[config.mk]
export PLATFORM = sky130hd
export DESIGN_NAME = spi_slave_cfg
export DESIGN_NICKNAME = d
export VERILOG_FILES = /design/src/rtl/spi_slave_cfg.sv
export SDC_FILE = /design/constraint.sdc
export NUM_CORES = 1
export LEC_CHECK = 0
export BUFFER_PORTS_ARGS = -buffer_cell sky130_fd_sc_hd__buf_4
export CELL_PAD_IN_SITES_DETAIL_PLACEMENT = 1
export CELL_PAD_IN_SITES_GLOBAL_PLACEMENT = 1
export CORE_MARGIN = 4
export CORE_UTILIZATION = 38
export DETAILED_ROUTE_END_ITERATION = 10
export HOLD_SLACK_MARGIN = 0.15
export PLACE_DENSITY = 0.63
export SYNTH_ARGS = -nofsm -noshare
export SYNTH_HDL_FRONTEND = slang
export SYNTH_SLANG_ARGS = --single-unit
[constraint.sdc]
create_clock -name SPI_SLAVE_CLOCK_50 -period 4.85 [get_ports SPI_SLAVE_CLOCK_50]
set_clock_uncertainty 0.15 [all_clocks]
set_input_delay 0.97 -clock SPI_SLAVE_CLOCK_50 [delete_from_list [all_inputs] [get_ports SPI_SLAVE_CLOCK_50]]
set_output_delay 0.97 -clock SPI_SLAVE_CLOCK_50 [all_outputs]
set_load 0.03 [all_outputs]
[src/rtl/spi_slave_cfg.sv]
// spi_slave_cfg: SPI slave with TX holding buffer and RX output register, CPOL/CPHA/bit-order configurable.
// Define SPI_SLAVE_CFG_OVERRUN_EN to get a sticky RX overrun flag.
module spi_slave_cfg #(
  parameter int DATAWIDTH_BUS = 8,
  parameter bit CPOL = 1'b0,
  parameter bit CPHA = 1'b0,
  parameter bit MSB_FIRST = 1'b1
) (
  input  logic                     SPI_SLAVE_CLOCK_50,
  input  logic                     SPI_SLAVE_RESET_InHigh,
  input  logic                     SPI_SLAVE_SS_InLow,
  input  logic                     SPI_SLAVE_SCK_In,
  input  logic                     SPI_SLAVE_MOSI_In,
  input  logic [DATAWIDTH_BUS-1:0] SPI_SLAVE_txData_In,
  input  logic                     SPI_SLAVE_txValid_In,
  output logic                     SPI_SLAVE_txReady_Out,
  input  logic                     SPI_SLAVE_rxReady_In,
  output logic                     SPI_SLAVE_rxValid_Out,
  output logic [DATAWIDTH_BUS-1:0] SPI_SLAVE_rxData_Out,
  output logic                     SPI_SLAVE_MISO_Out,
  output logic                     SPI_SLAVE_busy_Out,
  output logic                     SPI_SLAVE_overrun_Out
);
  localparam int CW = $clog2(DATAWIDTH_BUS);
  localparam logic [CW-1:0] LAST = CW'(DATAWIDTH_BUS - 1);
  typedef enum logic [1:0] {IDLE, LOAD, XFER, ABORT} state_t;
  state_t state, state_nx;
  logic clk, rst;
  logic [1:0] ss_sync, sck_sync, mosi_sync, warm;
  logic ss_s, sck_s, sck_d, lead, trail, sample_q, shift_q, mosi_q, armed;
  logic smp, shf, done, accept, hold_full;
  logic [CW-1:0] cnt;
  logic [DATAWIDTH_BUS-1:0] hold, tx_sr, tx_load, tx_next, rx_sr, rx_next;
  assign clk = SPI_SLAVE_CLOCK_50;
  assign rst = SPI_SLAVE_RESET_InHigh;
  assign ss_s = ss_sync[1];
  assign sck_s = sck_sync[1];
  assign lead = (sck_s != CPOL) && (sck_d == CPOL);
  assign trail = (sck_s == CPOL) && (sck_d != CPOL);
  assign smp = (state == XFER) && !ss_s && sample_q;
  // The shift edge at bit count 0 is either the pre-first-sample edge or the tail of the previous word.
  assign shf = (state == XFER) && !ss_s && shift_q && (cnt != '0);
  assign done = smp && (cnt == LAST);
  assign accept = SPI_SLAVE_txValid_In && !hold_full;
  assign tx_load = hold_full ? hold : '1;
  assign tx_next = MSB_FIRST ? {tx_sr[DATAWIDTH_BUS-2:0], 1'b1} : {1'b1, tx_sr[DATAWIDTH_BUS-1:1]};
  assign rx_next = MSB_FIRST ? {rx_sr[DATAWIDTH_BUS-2:0], mosi_q} : {mosi_q, rx_sr[DATAWIDTH_BUS-1:1]};
  assign SPI_SLAVE_txReady_Out = !hold_full;
  assign SPI_SLAVE_busy_Out = (state != IDLE);
  // Synchronisers and edge detection; armed blocks a frame start until SS is genuinely seen high after reset.
  always_ff @(posedge clk or posedge rst)
    if (rst) begin
      ss_sync <= 2'b11;
      sck_sync <= {2{CPOL}};
      mosi_sync <= 2'b11;
      sck_d <= CPOL;
      sample_q <= 1'b0;
      shift_q <= 1'b0;
      mosi_q <= 1'b1;
      warm <= 2'b00;
      armed <= 1'b0;
    end else begin
      ss_sync <= {ss_sync[0], SPI_SLAVE_SS_InLow};
      sck_sync <= {sck_sync[0], SPI_SLAVE_SCK_In};
      mosi_sync <= {mosi_sync[0], SPI_SLAVE_MOSI_In};
      sck_d <= sck_s;
      sample_q <= CPHA ? trail : lead;
      shift_q <= CPHA ? lead : trail;
      mosi_q <= mosi_sync[1];
      warm <= {warm[0], 1'b1};
      armed <= armed | (ss_s & warm[1]);
    end
  always_ff @(posedge clk or posedge rst)
    if (rst) state <= IDLE;
    else state <= state_nx;
  always_comb begin
    state_nx = state;
    case (state)
      IDLE: state_nx = (!ss_s && armed) ? LOAD : IDLE;
      LOAD: state_nx = XFER;
      XFER: state_nx = ss_s ? ((cnt != '0) ? ABORT : IDLE) : (done ? LOAD : XFER);
      default: state_nx = IDLE;
    endcase
  end
  always_ff @(posedge clk or posedge rst)
    if (rst) cnt <= '0;
    else if (state != XFER) cnt <= '0;
    else if (smp) cnt <= (cnt == LAST) ? '0 : cnt + CW'(1);
  always_ff @(posedge clk or posedge rst)
    if (rst) begin
      hold <= '0;
      hold_full <= 1'b0;
      tx_sr <= '1;
      SPI_SLAVE_MISO_Out <= 1'b1;
    end else begin
      if (accept) hold <= SPI_SLAVE_txData_In;
      hold_full <= accept | (hold_full & (state != LOAD));
      if (state == LOAD) tx_sr <= tx_load;
      else if (shf) tx_sr <= tx_next;
      if (ss_s || state == IDLE || state == ABORT) SPI_SLAVE_MISO_Out <= 1'b1;
      else if (state == LOAD) SPI_SLAVE_MISO_Out <= MSB_FIRST ? tx_load[DATAWIDTH_BUS-1] : tx_load[0];
      else if (shf) SPI_SLAVE_MISO_Out <= MSB_FIRST ? tx_next[DATAWIDTH_BUS-1] : tx_next[0];
    end
  always_ff @(posedge clk or posedge rst)
    if (rst) begin
      rx_sr <= '0;
      SPI_SLAVE_rxData_Out <= '0;
      SPI_SLAVE_rxValid_Out <= 1'b0;
    end else begin
      if (smp) rx_sr <= rx_next;
      if (done) SPI_SLAVE_rxData_Out <= rx_next;
      SPI_SLAVE_rxValid_Out <= done | (SPI_SLAVE_rxValid_Out & !SPI_SLAVE_rxReady_In);
    end
`ifdef SPI_SLAVE_CFG_OVERRUN_EN
  always_ff @(posedge clk or posedge rst)
    if (rst) SPI_SLAVE_overrun_Out <= 1'b0;
    else if (done && SPI_SLAVE_rxValid_Out && !SPI_SLAVE_rxReady_In) SPI_SLAVE_overrun_Out <= 1'b1;
`else
  assign SPI_SLAVE_overrun_Out = 1'b0;
`endif
endmodule

Word-level counts from Yosys, hierarchy flattened
Cells that the tools add are included.
- register bits: 51
- output and inout bits: 13
- logic and storage cells: 67
- add/subtract/negate cells: 1
- equal/unequal tests: 6
- mux-type cells: 14
- bitwise operators: 8
- reduce and logical (&&, ||, !) cells: 20
- operators by type and width (kind ; number):
    7-bit 2-to-1 mux ; 2
    1-bit logical AND ; 9
    3-bit 2-to-1 mux ; 3
    8-bit 2-to-1 mux ; 1
    2-bit 2-to-1 mux ; 3
    2-bit case mux with 3 select lines ; 1
    2-bit nonzero test ; 3
    3-bit nonzero test ; 2
    2-bit == test, second input constant ; 2
    1-bit 2-to-1 mux ; 4
    3-bit by 1-bit adder with 3-bit output, second input constant ; 1
    1-bit bitwise AND ; 3
    3-bit == test, second input constant ; 1
    1-bit logical NOT ; 3
    1-bit bitwise OR ; 3
    2-bit by 1-bit == test with 1-bit output, second input constant ; 1
    2-bit logical NOT ; 1
    1-bit logical OR ; 2
    2-bit by 1-bit inequality test with 1-bit output, second input constant ; 1
    2-bit inequality test, second input constant ; 1
    1-bit NOT ; 2

Logic depth before layout (Yosys ltp)
- word-level depth: 7
- gate-level depth with buffers: 6

Worst setup path after synthesis
Ideal clock, no wire load.
- path kind: input to register
- from: in SPI_SLAVE_txValid_In
- to: reg hold[0]
- setup time: 0.125 ns
- arrival time: 1.735 ns
- data required time: 4.575 ns
- setup slack: 2.840 ns
- stages: 3
- path buffers: 1
- cell sequence: nor2b_1 -> clkbuf_1 -> mux2_2
- cells in the longest elaborated chain, start to end: 1
- ends and longest elaborated chain (element ; line ; text):
    start, declared ; 15 ; input logic SPI_SLAVE_txValid_In,
    1-bit logical AND ; 44 ; assign accept = SPI_SLAVE_txValid_In && !hold_full;
    end signal, assigned ; 96 ; if (accept) hold <= SPI_SLAVE_txData_In;
    end, declared ; 33 ; logic [DATAWIDTH_BUS-1:0] hold, tx_sr, tx_load, tx_next, rx_sr, rx_next;
No other way between the ends.
A chain may end at the register's enable or synchronous reset.

Worst setup path in the final report
- from: reg state[1]
- to: out SPI_SLAVE_busy_Out
- cells in the longest elaborated chain, start to end: 1
- ends and longest elaborated chain (element ; line ; text):
    start, declared ; 27 ; state_t state, state_nx;
    start signal, assigned ; 75 ; else state <= state_nx;
    2-bit nonzero test ; 49 ; assign SPI_SLAVE_busy_Out = (state != IDLE);
    end, declared ; 21 ; output logic SPI_SLAVE_busy_Out,
No other way between the ends.

==> impl_results.md <==
* Clk sinks at between 50 and 60
* Wirelength per Cell at 15.8 um
* CP Launch Type: register
* Via density at 4.92
* Dpl hpwl at 2.59 mm
* CP max FO at 8
* Starting density of the core at 0.397
* Fillers at 566
* Worst setup EP type: primary output
* Slew @ Worst Pin at 1.03 ns
* Critical path cell sequence: or2_2, buf_4
* Hold_buf cts at 0
* Vias in the first global route at approximately 1300
* Reg clk slew, reported paths at 0.09 ns
* Number of flops mapped to enable cells by yosys at 0
* WP buf/inv at 1
* Net count, final at 185
* Drt total wl at roughly 3.8 mm
* Largest net degree at the start of global routing at between 50 and 60
* Setup_tns at 0 ns
* FP Rows at 26
* Setup Crit Path Kind: register to primary output
* Most frequent cells after synthesis: dfrtp_1, mux2_2, dfstp_2
* # IOs at 28
* Worst VDD drop at 0.000223 V
* Synthesized flop and latch total at 51
* Buffers on Ports at 26
* Grt ovf at 0
* Distinct cells, synth at 33
* Max-cap violations at 0
* Die H at 81.3 um
* Drt first pass iters at 4
* Syn avg cell area at around 14 um^2
* Top delay family on crit path: flip-flops
* Antenna violations before repair at 0
* Async SR Flop Fraction at 1.00
* Gpl congestion at 0.749
* Post-Synthesis Cells at about 140
* F_max at 422 MHz
* Post-CTS Resized at 0
* Ys flop type: dfrtp_1
* Post-CTS Setup Inserts at 0
* Full die area at 0.00660 mm^2
* Initial DRC count at 39
* Worst stage delay on the critical path at 0.46 ns
* Max_slew headroom at 0.314
* Slew Limit Fails at 0
* Unrepaired setup endpoints after global routing: false
* Status: finished clean
* Post-synth top area share at 0.466
* Dominant cell type by area after synthesis: dfrtp_1
* Leak at 1.12 nW
* Clock root buffer: clkbuf_8
* Final worst-path cycle share at 0.488
* Layout cells sized above 1 at 0.440
* TritonCTS clock tree: done
* WHS at 0.207 ns
* H-tree depth at 2
* Area contributors post-synth: dfrtp_1, dfstp_2, mux2_2, mux2_4, a221o_1
* Drt drc at 0
* Post-route ant nets at 0
* First-pass GRT wire length at 6.20 mm
* CP max stage cell: dfrtp_1
* Synth warn at 0
* DIE WIDTH at 81.3 um
* Via count at 1170
* CORE AREA at ~0.005 mm^2
* Most instantiated library cell after synthesis: dfrtp_1
* Post-Syn Area at 0.00204 mm^2
* Crit path arrival time at 1.25 ns
* Crit path time final at about 2.4 ns
* PwrDens at 483 mW/mm^2
* Final hold vios at 0
* Worst endpoint required time at 3.73 ns
* Worst skew pair latency at 0.30 ns
* Total GRT Usage at 0.124
* # diodes at 0
* CTS Buf Count at 5
* Final setup fails at 0
* Hold Crit Class: register to register
* Register area share after synthesis at 0.634
* Layout Area Growth over Synthesis at 17.1%
* Syn_nets at roughly 160
* Max clock buf depth at 2
==> power by group <==
group          internal (W)  switching, W
sequential         0.000542     0.0000679
combinational      0.000127      0.000116
clock              0.000167      0.000134
total              0.000836      0.000318
==> stage by stage <==
| step | cells | total power [W] | cell area [um^2] | setup slack, ns | utilization |
|---|---|---|---|---|---|
| after floorplan | 141 | 0.000785 | 2040 | 2.52 | - |
| after global placement | 230 | 0.000844 | 2270 | 2.59 | 0.442 |
| after detailed placement | 230 | 0.000866 | 2270 | 2.52 | 0.442 |
| after CTS | 238 | 0.00117 | 2390 | 2.46 | 0.465 |
| after global routing | 238 | 0.00122 | 2390 | 2.42 | 0.465 |
| final | 238 | 0.00115 | 2390 | 2.48 | 0.465 |
==> flip-flops by register name, summed over array words and instances (netlist names) <==
| signal | count |
|---|---|
| tx_sr | 7 |
| hold_full | 1 |
| sck_d | 1 |
| mosi_sync | 2 |
| shift_q | 1 |
| state | 2 |
| rx_sr | 7 |
| armed | 1 |
| cnt | 3 |
| warm | 2 |
| sample_q | 1 |
| mosi_q | 1 |
| SPI_SLAVE_rxData_Out | 8 |
| hold | 8 |
| sck_sync | 2 |
| ss_sync | 2 |
| SPI_SLAVE_MISO_Out | 1 |
| SPI_SLAVE_rxValid_Out | 1 |
==> layout by cell type (no fill, tap or decap), drive strengths merged, types with 4 or more instances in the layout <==
master,instances
inv,7
nand2b,4
buf,26
dfrtp,38
a221o,6
nor2b,5
o21a,6
dfstp,13
clkbuf,6
mux2,23
==> layer usage <==
layer / track usage / up-vias / share of wire
li1: - / 540 / -
met1: 0.153 / 605 / 0.43
met2: 0.207 / 18 / 0.53
met3: 0.0366 / 7 / 0.036
met4: 0.0405 / 0 / 0.013
met5: 0 / - / 0
==> final timing paths <==
kind | from | end | slack (ns) | depth (start not counted)
worst max-delay path | state[1] | SPI_SLAVE_busy_Out | 2.48 | 2
worst min-delay path | sck_sync[0] | sck_sync[1] | 0.21 | 0
worst max register to register | ss_sync[1] | SPI_SLAVE_rxData_Out[2] | 2.75 | 3
worst min register to register | sck_sync[0] | sck_sync[1] | 0.21 | 0
max in group asynchronous | SPI_SLAVE_RESET_InHigh | cnt[0] | 3.15 | 2
min in group asynchronous | SPI_SLAVE_RESET_InHigh | SPI_SLAVE_rxData_Out[1] | 0.77 | 2
==> logic make-up after synthesis <==
family / Yosys count / synth area share
buf+inv: 15 / 0.0399
simple gates: 20 / 0.0656
compound gates: 27 / 0.0988
fa+ha+maj: 3 / 0.0184
flops: 51 / 0.634
mux: 23 / 0.140
other cells: 2 / 0.00368
==> final cells by class <==
type,count,area (um^2),share of cell area
multi-input cells,75,666,0.279
well taps,70,87.6,0.0367
flip-flops and latches,51,1290,0.541
repair buffers,26,195,0.0817
inverters,8,30.0,0.0126
clock buffers,6,82.6,0.0346
clock inverters,2,35.0,0.0147
(Power assumes the default switching activity.)
